## src/rtl/uart_tx_scheduler_pkg.sv

```systemverilog
// uart_sched_pkg: shared types for the UART TX packet scheduler.
// Holds the FSM state enum, default header magic and an index helper.
package uart_sched_pkg;

   typedef enum logic [2:0] {
      S_IDLE,
      S_SEND_HDR,
      S_WAIT_HDR,
      S_FETCH,
      S_SEND_DATA,
      S_WAIT_DATA
   } sched_state_t;

   localparam logic [3:0] HDR_MAGIC_DEFAULT = 4'hA;

   // Modulo reduction for a < 2n, used by the round-robin search.
   function automatic int wrap_idx(input int a, input int n);
      return (a >= n) ? (a - n) : a;
   endfunction

endpackage

```

## src/rtl/uart_tx_scheduler_arb.sv

```systemverilog
// rr_arbiter: combinational round-robin pick starting after last_in.
// Ports: req_in (requests), last_in (previous winner index),
//        gnt_out (one-hot), idx_out (encoded), any_out (any request).
module rr_arbiter
   import uart_sched_pkg::*;
#(
   parameter int N  = 4,
   parameter int IW = (N > 1) ? $clog2(N) : 1
) (
   input  logic [N-1:0]  req_in,
   input  logic [IW-1:0] last_in,
   output logic [N-1:0]  gnt_out,
   output logic [IW-1:0] idx_out,
   output logic          any_out
);

   int w_cand;

   // Walk last+1 .. last+N; the first requester hit wins.
   always_comb begin
      gnt_out = '0;
      idx_out = '0;
      any_out = 1'b0;
      w_cand  = 0;
      for (int k = 1; k <= N; k++) begin
         w_cand = wrap_idx(int'(last_in) + k, N);
         if (!any_out && req_in[w_cand[IW-1:0]]) begin
            any_out                  = 1'b1;
            gnt_out[w_cand[IW-1:0]] = 1'b1;
            idx_out                  = w_cand[IW-1:0];
         end
      end
   end

endmodule

```

## src/rtl/uart_tx_scheduler.sv

```systemverilog
// uart_tx_scheduler: packet round-robin sharing one uart_tx serializer.
// Ports: clk_in, rst_n_in (async low); req_valid_in/req_data_in/
//   req_last_in/req_ready_out per requester; grant_out, busy_out status;
//   tx_data_out/tx_enable_out to uart_tx, tx_busy_in/tx_done_in back.
module uart_tx_scheduler
   import uart_sched_pkg::*;
#(
   parameter int         NUM_REQ   = 4,
   parameter logic [3:0] HDR_MAGIC = HDR_MAGIC_DEFAULT
) (
   input  logic                 clk_in,
   input  logic                 rst_n_in,
   input  logic [NUM_REQ-1:0]   req_valid_in,
   input  logic [8*NUM_REQ-1:0] req_data_in,
   input  logic [NUM_REQ-1:0]   req_last_in,
   output logic [NUM_REQ-1:0]   req_ready_out,
   output logic [NUM_REQ-1:0]   grant_out,
   output logic                 busy_out,
   output logic [7:0]           tx_data_out,
   output logic                 tx_enable_out,
   input  logic                 tx_busy_in,
   input  logic                 tx_done_in
);

   localparam int IW = (NUM_REQ > 1) ? $clog2(NUM_REQ) : 1;
   localparam logic [IW-1:0] LG_RST = IW'(NUM_REQ - 1);

   sched_state_t         r_state;
   sched_state_t         w_state_nx;
   logic [NUM_REQ-1:0]   r_grant;
   logic [NUM_REQ-1:0]   w_grant_nx;
   logic [IW-1:0]        r_gidx;
   logic [IW-1:0]        w_gidx_nx;
   logic [IW-1:0]        r_lgnt;
   logic [IW-1:0]        w_lgnt_nx;
   logic [7:0]           r_data;
   logic [7:0]           w_data_nx;
   logic                 r_last;
   logic                 w_last_nx;
   logic                 r_enable;
   logic                 w_enable_nx;
   logic [NUM_REQ-1:0]   w_ready;

   logic [NUM_REQ-1:0]   w_arb_gnt;
   logic [IW-1:0]        w_arb_idx;
   logic                 w_arb_any;

   rr_arbiter #(
      .N  (NUM_REQ),
      .IW (IW)
   ) u_arb (
      .req_in  (req_valid_in),
      .last_in (r_lgnt),
      .gnt_out (w_arb_gnt),
      .idx_out (w_arb_idx),
      .any_out (w_arb_any)
   );

   always_comb begin
      w_state_nx = r_state;
      w_grant_nx = r_grant;
      w_gidx_nx  = r_gidx;
      w_lgnt_nx  = r_lgnt;
      w_data_nx  = r_data;
      w_last_nx  = r_last;
      w_ready    = '0;
      unique case (r_state)
         S_IDLE: begin
            if (w_arb_any) begin
               w_grant_nx = w_arb_gnt;
               w_gidx_nx  = w_arb_idx;
               w_lgnt_nx  = w_arb_idx;
               w_data_nx  = {HDR_MAGIC, 4'(w_arb_idx)};
               w_state_nx = S_SEND_HDR;
            end
         end
         S_SEND_HDR: begin
            if (tx_busy_in) w_state_nx = S_WAIT_HDR;
         end
         S_WAIT_HDR: begin
            if (tx_done_in) w_state_nx = S_FETCH;
         end
         S_FETCH: begin
            // Ready is combinational so the byte is taken the cycle
            // valid is first seen.
            if (req_valid_in[r_gidx]) begin
               w_ready[r_gidx] = 1'b1;
               w_data_nx  = req_data_in[{r_gidx, 3'b000} +: 8];
               w_last_nx  = req_last_in[r_gidx];
               w_state_nx = S_SEND_DATA;
            end
         end
         S_SEND_DATA: begin
            if (tx_busy_in) w_state_nx = S_WAIT_DATA;
         end
         S_WAIT_DATA: begin
            if (tx_done_in) begin
               if (r_last) begin
                  w_grant_nx = '0;
                  w_state_nx = S_IDLE;
               end else begin
                  w_state_nx = S_FETCH;
               end
            end
         end
         default: begin
            w_grant_nx = '0;
            w_state_nx = S_IDLE;
         end
      endcase
      w_enable_nx = (w_state_nx == S_SEND_HDR) ||
                    (w_state_nx == S_SEND_DATA);
   end

   always_ff @(posedge clk_in or negedge rst_n_in) begin
      if (!rst_n_in) begin
         r_state  <= S_IDLE;
         r_grant  <= '0;
         r_gidx   <= '0;
         r_lgnt   <= LG_RST;
         r_data   <= '0;
         r_last   <= 1'b0;
         r_enable <= 1'b0;
      end else begin
         r_state  <= w_state_nx;
         r_grant  <= w_grant_nx;
         r_gidx   <= w_gidx_nx;
         r_lgnt   <= w_lgnt_nx;
         r_data   <= w_data_nx;
         r_last   <= w_last_nx;
         r_enable <= w_enable_nx;
      end
   end

   assign req_ready_out = w_ready;
   assign grant_out     = r_grant;
   assign busy_out      = (r_state != S_IDLE);
   assign tx_data_out   = r_data;
   assign tx_enable_out = r_enable;

endmodule
```

## config.mk

```make
export PLATFORM = sky130hd
export DESIGN_NAME = uart_tx_scheduler
export DESIGN_NICKNAME = d
export VERILOG_FILES = /design/src/rtl/uart_tx_scheduler_pkg.sv /design/src/rtl/uart_tx_scheduler_arb.sv /design/src/rtl/uart_tx_scheduler.sv
export SDC_FILE = /design/constraint.sdc
export NUM_CORES = 1
export LEC_CHECK = 0
export BUFFER_PORTS_ARGS = -buffer_cell sky130_fd_sc_hd__buf_4
export CAP_MARGIN = 15
export CORE_MARGIN = 2
export CORE_UTILIZATION = 50
export CTS_CLUSTER_DIAMETER = 50
export CTS_CLUSTER_SIZE = 28
export DETAILED_ROUTE_END_ITERATION = 12
export GPL_ROUTABILITY_DRIVEN = 0
export GPL_TIMING_DRIVEN = 0
export PLACE_DENSITY = 0.81
export SKIP_CTS_REPAIR_TIMING = 1
export SLEW_MARGIN = 0
export SYNTH_ARGS = -nofsm -noshare
export SYNTH_HDL_FRONTEND = slang
export SYNTH_SLANG_ARGS = --single-unit
```

## constraint.sdc

```tcl
create_clock -name clk_in -period 3.7 [get_ports clk_in]
set_clock_uncertainty 0.1 [all_clocks]
set_input_delay 0 -clock clk_in [delete_from_list [all_inputs] [get_ports clk_in]]
set_output_delay 0 -clock clk_in [all_outputs]
set_load 0.1 [all_outputs]
```

### Yosys cells after proc, flatten, opt, wreduce, memory -nomap -nowiden

Cells that the tools add are included.

| operators by class | value |
|---|---|
| $add $sub $neg | 8 |
| multiplexer cells | 55 |
| shift-type cells | 1 |
| reduce and logical (&&, ||, !) cells | 20 |
| order comparisons | 14 |
| eq/ne operators | 11 |
| bitwise gates (word level) | 4 |

Operator list:

| kind | count |
|---|---|
| 2-to-1 mux 4 bit | 9 |
| indexed part select 32 x 6 -> 8 bit | 1 |
| 2-to-1 mux 2 bit | 9 |
| 2-to-1 mux 3 bit | 6 |
| case mux 3 bit (6 select lines) | 1 |
| 2-to-1 mux 8 bit | 2 |
| case mux 8 bit (2 select lines) | 1 |
| less-than comparator 2 x 3 -> 1 bit (second input constant) | 5 |
| 2-to-1 mux 1 bit | 15 |
| binary-select mux 1 bit (select 2 bit) | 6 |
| OR 4 bit | 3 |
| case mux 4 bit (3 select lines) | 1 |
| demux 1 bit (select 2 bit) | 5 |
| greater-or-equal comparator 2 x 1 -> 1 bit (second input constant) | 5 |
| == test 3 bit (second input constant) | 3 |
| greater-or-equal comparator 3 bit (second input constant) | 3 |
| logical AND 1 bit | 8 |
| subtractor 2 x 1 -> 2 bit (second input constant) | 4 |
| adder 2 x 2 -> 3 bit (second input constant) | 2 |
| == test 3 x 1 -> 1 bit (second input constant) | 2 |
| == test 3 x 2 -> 1 bit (second input constant) | 2 |
| inequality test 2 bit (second input constant) | 3 |
| adder 2 x 3 -> 4 bit (second input constant) | 1 |
| greater-or-equal comparator 4 x 3 -> 1 bit (second input constant) | 1 |
| 12 further kinds | 15 |

| word-level totals | value |
|---|---|
| register bits | 21 |

### Depth between registers and ports, before layout

| depth | value |
|---|---|
| word-level depth | 19 |
| depth in mapped cells | 9 |
| mapped depth without buffers | 7 |

### By module

Synthesis repeated with hierarchy kept, for this count alone.

| unflattened totals | value |
|---|---|
| cell total of the unflattened synthesis | 208 |
| area total of the unflattened synthesis | 1881.8 um^2 |

Modules (own cells, without submodules):

| module | cells an instance | instances | seq. area each (um^2) | area an instance (um^2) |
|---|---|---|---|---|
| uart_tx_scheduler | 122 | 1 | 528.0 | 1252.5 |
| rr_arbiter | 86 | 1 | 0.0 | 629.4 |

### Least setup slack after synthesis

Ideal clock, no wire load.

| timing | value |
|---|---|
| path type | reg2out |
| from | reg r_state[2] |
| to | out req_ready_out[0] |
| data required time | 3.600 ns |
| stages on the path, launching flop included | 6 |
| arrival time | 3.135 ns |
| setup slack | 0.465 ns |
| cell sequence | dfrtp_1 > clkbuf_1 > and3b_1 > clkbuf_1 > nand2_1 > nor3_1 |

| between the ends | value |
|---|---|
| cells in the longest elaborated chain, start to end | 2 |

Ends and longest elaborated chain:

| what | RTL line | source |
|---|---|---|
| start: declaration | uart_tx_scheduler.sv:28 | `sched_state_t r_state;` |
| start signal: assignment | uart_tx_scheduler.sv:125 | `r_state <= w_state_nx;` |
| == test 3 x 2 -> 1 bit | uart_tx_scheduler.sv:67 | `unique case (r_state)` |
| 2-to-1 mux 4 bit | uart_tx_scheduler.sv:67 |  |
| end: declaration | uart_tx_scheduler.sv:16 | `output logic [NUM_REQ-1:0] req_ready_out,` |

Every way passes these cells.

### Worst setup path after layout

| timing | value |
|---|---|
| from | reg r_lgnt[0] |
| to | reg r_data[3], in the netlist tx_data_out[3] |

| between the ends | value |
|---|---|
| cells in the longest elaborated chain, start to end | 17 |
| elaborated cells on any way between the ends | 36 |
| classes of those cells | 8 x add/sub; 4 x order compare; 1 x eq/ne; 16 x mux; 7 x reduce/logical |

Ends and longest elaborated chain:

| what | RTL line | source |
|---|---|---|
| start: declaration | uart_tx_scheduler.sv:34 | `logic [IW-1:0] r_lgnt;` |
| start signal: assignment | uart_tx_scheduler.sv:128 | `r_lgnt <= w_lgnt_nx;` |
| adder 2 x 1 -> 3 bit | uart_tx_scheduler_arb.sv:26 | `w_cand = wrap_idx(int'(last_in) + k, N);` |
| greater-or-equal comparator 3 bit / subtractor 2 x 1 -> 2 bit (equally long branches) | uart_tx_scheduler_pkg.sv:18 | `return (a >= n) ? (a - n) : a;` |
| 2-to-1 mux 2 bit | uart_tx_scheduler_pkg.sv:18 |  |
| binary-select mux 1 bit (select 2 bit) | uart_tx_scheduler_arb.sv:27 | `if (!any_out && req_in[w_cand[IW-1:0]]) begin` |
| 2-to-1 mux 1 bit (not written as such) | uart_tx_scheduler_arb.sv:27 |  |
| 2-to-1 mux 1 bit | uart_tx_scheduler_arb.sv:27 |  |
| zero test 1 bit | uart_tx_scheduler_arb.sv:27 |  |
| logical AND 1 bit | uart_tx_scheduler_arb.sv:27 |  |
| 2-to-1 mux 1 bit | uart_tx_scheduler_arb.sv:27 |  |
| zero test 1 bit | uart_tx_scheduler_arb.sv:27 |  |
| logical AND 1 bit | uart_tx_scheduler_arb.sv:27 |  |
| 2-to-1 mux 1 bit | uart_tx_scheduler_arb.sv:27 |  |
| zero test 1 bit | uart_tx_scheduler_arb.sv:27 |  |
| logical AND 1 bit | uart_tx_scheduler_arb.sv:27 |  |
| 2-to-1 mux 1 bit * | uart_tx_scheduler_arb.sv:27 |  |
| inequality test 2 x 1 -> 1 bit (no line) * | n/a |  |
| AND reduction 3 bit (no line) * | n/a |  |
| end signal: assignment | uart_tx_scheduler.sv:129 | `r_data <= w_data_nx;` |
| end: declaration | uart_tx_scheduler.sv:36 | `logic [7:0] r_data;` |

Every way passes the cells marked *; elsewhere a longest branch is shown, timed or not. The select of a mux whose other input is x is not followed.
A chain may end at the register's enable or synchronous reset.

==> reports/qor.txt <==
===========================================================================
Fin. max-slew vios ...........................................            0
Setup repair after global routing missed its margin ..........        false
Worst Setup Start Kind .......................................    flip-flop
Maximum level of the CTS H-tree ..............................            1
Final instance area ..........................................    2248 um^2
Maximum number of pins on one net before global-route repair .           22
Clock tree from TritonCTS ....................................         done
Gate Count Post-Synth ........................................          162
Routed len/inst ..............................................     14.72 um
Final hold vios ..............................................            6
Post-placement cell area .....................................    2202 um^2
Total vias in the final route ................................         1532
Cells taking the most area after synthesis ................... sky130_fd_sc_hd__dfrtp_1 (28%), sky130_fd_sc_hd__mux4_2 (19%), sky130_fd_sc_hd__ha_1 (5.9%)
Total Neg Setup Slack ........................................         0 ns
Proportion of synthesized chip area in sequential cells ......       0.3131
Layout overhead on the synthesized area ......................       33.31%
Number of diodes added for antenna fixing ....................            0
Average size of a mapped cell ................................   10.41 um^2
Endpoints failing setup ......................................            0
Placeable core region ........................................    3284 um^2
Placed wire-length estimate after detailed placement .........     3.259 mm
Worst relative slew slack ....................................       0.7047
Count leader, synth .......................................... sky130_fd_sc_hd__dfrtp_1
Post-synthesis cell area .....................................    1687 um^2
Crit path required time ......................................      3.81 ns
Die extent in x ..............................................     62.08 um
Number of buffers inserted by port buffering .................           61
Iteration-0 DRC Markers ......................................          102
Library cells used by synthesis ..............................           46
CP Class ..................................................... flip-flop to flip-flop
Most area-hungry cell type in the Yosys netlist .............. sky130_fd_sc_hd__dfrtp_1
Total CTS buffers ............................................            3
Clock transition at the registers of the reported paths ......      0.12 ns
Wire length of the first global-routing pass .................     6.368 mm
Die area .....................................................    3854 um^2
Warning count from the yosys run .............................            0
Layout cells sized above 1 ...................................       0.4279
Result of the run ............................................ finished with violations
Worst slew pin tran ..........................................    0.4425 ns
Number of I/O pins ...........................................           62
Global router's overall resource usage .......................       0.2245
Detail-routed via count per cell .............................        5.571
Num rows .....................................................           21
EDFF count, synth ............................................            0
Antenna violations before repair .............................            0
Layout Nets ..................................................          282
Post-layout total power ......................................     2.195 mW
Worst hold path class ........................................ primary input to asynchronous set/reset pin
Max VDD drop .................................................  0.0005118 V
Final cycle utilization of the critical path .................       0.8298
CTS Sinks ....................................................           21
Maximum achievable frequency .................................    325.7 MHz
Predominant post-synthesis flop cell ......................... sky130_fd_sc_hd__dfrtp_1
CTS max path bufs ............................................            2
Largest fanout on the critical path ..........................           10
Initial Utilization ..........................................       0.5135
Post-layout utilization of the core ..........................       0.6846
Post-route antenna net violation count .......................            0
Die Y-Extent .................................................     62.08 um
Vias in the first global route ...............................         1345
Top cell type's share of synthesized area ....................       0.2819
Clock tree root driver cell .................................. sky130_fd_sc_hd__clkbuf_4
Routed wire length ...........................................     4.049 mm
Count of state elements after synthesis ......................           21
Router iterations before antenna repair ......................            4
Net count after synthesis ....................................          214
Post-synth ARST share ........................................        1.000
Failing checks ...............................................  hold timing
Leakage power ................................................     1.019 nW
Cell types with the highest counts after synthesis ........... sky130_fd_sc_hd__dfrtp_1 (19), sky130_fd_sc_hd__mux4_2 (14), sky130_fd_sc_hd__a21oi_1 (11), sky130_fd_sc_hd__nand2_1 (11), sky130_fd_sc_hd__nor2_1 (11)
Max-cap check violation count ................................            0
Filler Cells Inserted ........................................          276
Post-Route Hold Slack ........................................ -0.005882 ns
Crit path arrival time .......................................      3.18 ns
Total power divided by cell area ............................. 976.1 nW/um^2
GRT Residual Overflow ........................................            0
Crit path capture type .......................................    flip-flop
# DRC ........................................................            0
Shortest period the worst path allows ........................     3.070 ns
Worst-Skew Late Latency ......................................      0.31 ns
===========================================================================
kinds of logic (layout without fill, tap and decap cells):
logic type,after synthesis,after routing,share of synthesized area
and+or+nand+nor,51,51,0.1721
AOI/OAI and AO/OA,43,43,0.1766
DFF,21,21,0.3131
buffers and inverters,20,87,0.06083
muxes,19,19,0.2181
adders and majority gates,8,8,0.05935
state kept, by name (all words and copies together) (netlist names):
name and count:
r_gidx 2, r_last 1, grant_out 4, tx_enable_out 1, r_state 3, r_lgnt 2, tx_data_out 8
power by group:
| part | leakage (nW) | internal, mW | switching, mW |
|---|---|---|---|
| clock network | 0.0150 | 0.0421 | 0.0716 |
| logic | 0.750 | 0.604 | 1.06 |
| registers | 0.255 | 0.333 | 0.0823 |
worst max-delay path: stages (launching register included):
cell and delay (ns):
sky130_fd_sc_hd__dfstp_2 0.60, sky130_fd_sc_hd__buf_6 0.17, sky130_fd_sc_hd__inv_1 0.11, sky130_fd_sc_hd__ha_1 0.42, sky130_fd_sc_hd__mux4_2 0.60, sky130_fd_sc_hd__nor4_2 0.42, sky130_fd_sc_hd__o21ai_2 0.20, sky130_fd_sc_hd__buf_6 0.19
sky130_fd_sc_hd__nand3_1 0.09, sky130_fd_sc_hd__o21ai_1 0.07
routing by layer:
| layer | track usage | wire length, um | vias to the layer above |
|---|---|---|---|
| met4 | 0.05471 | 51 | 0 |
| met1 | 0.3267 | 1723 | 751 |
| met3 | 0.02484 | 109 | 6 |
| li1 | - | - | 741 |
| met2 | 0.3601 | 2166 | 34 |
| met5 | 0 | 0 | - |
placed cells by master (no fill, tap or decap), types with 2 or more instances in the layout:
cell type / Yosys / layout
sky130_fd_sc_hd__buf_4: 1 / 62
sky130_fd_sc_hd__dfrtp_1: 19 / 19
sky130_fd_sc_hd__mux4_2: 14 / 14
sky130_fd_sc_hd__nand2_1: 11 / 11
sky130_fd_sc_hd__a21oi_1: 11 / 11
sky130_fd_sc_hd__nor2_1: 11 / 11
sky130_fd_sc_hd__inv_1: 8 / 8
sky130_fd_sc_hd__clkbuf_1: 7 / 8
sky130_fd_sc_hd__a22oi_1: 8 / 8
sky130_fd_sc_hd__ha_1: 8 / 8
sky130_fd_sc_hd__o21ai_0: 6 / 6
sky130_fd_sc_hd__nor3_1: 5 / 5
sky130_fd_sc_hd__a22o_1: 4 / 4
sky130_fd_sc_hd__nand3_1: 4 / 4
sky130_fd_sc_hd__o21ai_1: 4 / 4
sky130_fd_sc_hd__buf_6: 3 / 3
sky130_fd_sc_hd__mux2i_1: 3 / 3
sky130_fd_sc_hd__clkbuf_4: 0 / 3
sky130_fd_sc_hd__and3_1: 2 / 2
sky130_fd_sc_hd__nor2_2: 2 / 2
sky130_fd_sc_hd__nor2b_1: 2 / 2
sky130_fd_sc_hd__mux2_2: 2 / 2
sky130_fd_sc_hd__o211ai_1: 2 / 2
sky130_fd_sc_hd__dlygate4sd3_1: 0 / 2
sky130_fd_sc_hd__dfstp_2: 2 / 2
layout make-up:
cell class	count	area, um^2	share of cell area
flip-flops and latches	21	528.0	0.2348
plain buffers	12	72.57	0.03228
multi-input cells	121	1056	0.4697
clock buffers	4	26.28	0.01169
well taps	46	57.56	0.02560
inverters	8	30.03	0.01336
repair buffers	63	478.0	0.2126
per-stage QoR:
stage                     hold WS [ns]  cells  worst slack [ns]
after floorplan                -0.3956    162            0.4649
after global placement         -0.2085    269            0.7065
after detailed placement       -0.1971    269            0.6251
after CTS                      -0.5444    273            0.6181
after global routing           0.01154    275            0.4255
final                        -0.005882    275            0.6298
path summary, 6_finish.rpt:
kind | to | cells after the start | start | slack [ns]
setup / recovery | tx_data_out[3]$_DFFE_PN0P_ | 9 | r_lgnt[0]$_DFFE_PN1P_ | 0.63
hold / removal | tx_data_out[3]$_DFFE_PN0P_ | 2 | rst_n_in | -0.006
min in group clk_in | r_last$_DFFE_PN0P_ | 4 | req_last_in[2] | 0
max in group asynchronous | r_lgnt[0]$_DFFE_PN1P_ | 2 | rst_n_in | 3.23
setup reg to reg | tx_data_out[3]$_DFFE_PN0P_ | 9 | r_lgnt[0]$_DFFE_PN1P_ | 0.63
hold reg to reg | grant_out[2]$_DFFE_PN0P_ | 1 | grant_out[2]$_DFFE_PN0P_ | 0.42
Power figures use the tool's default switching activity.
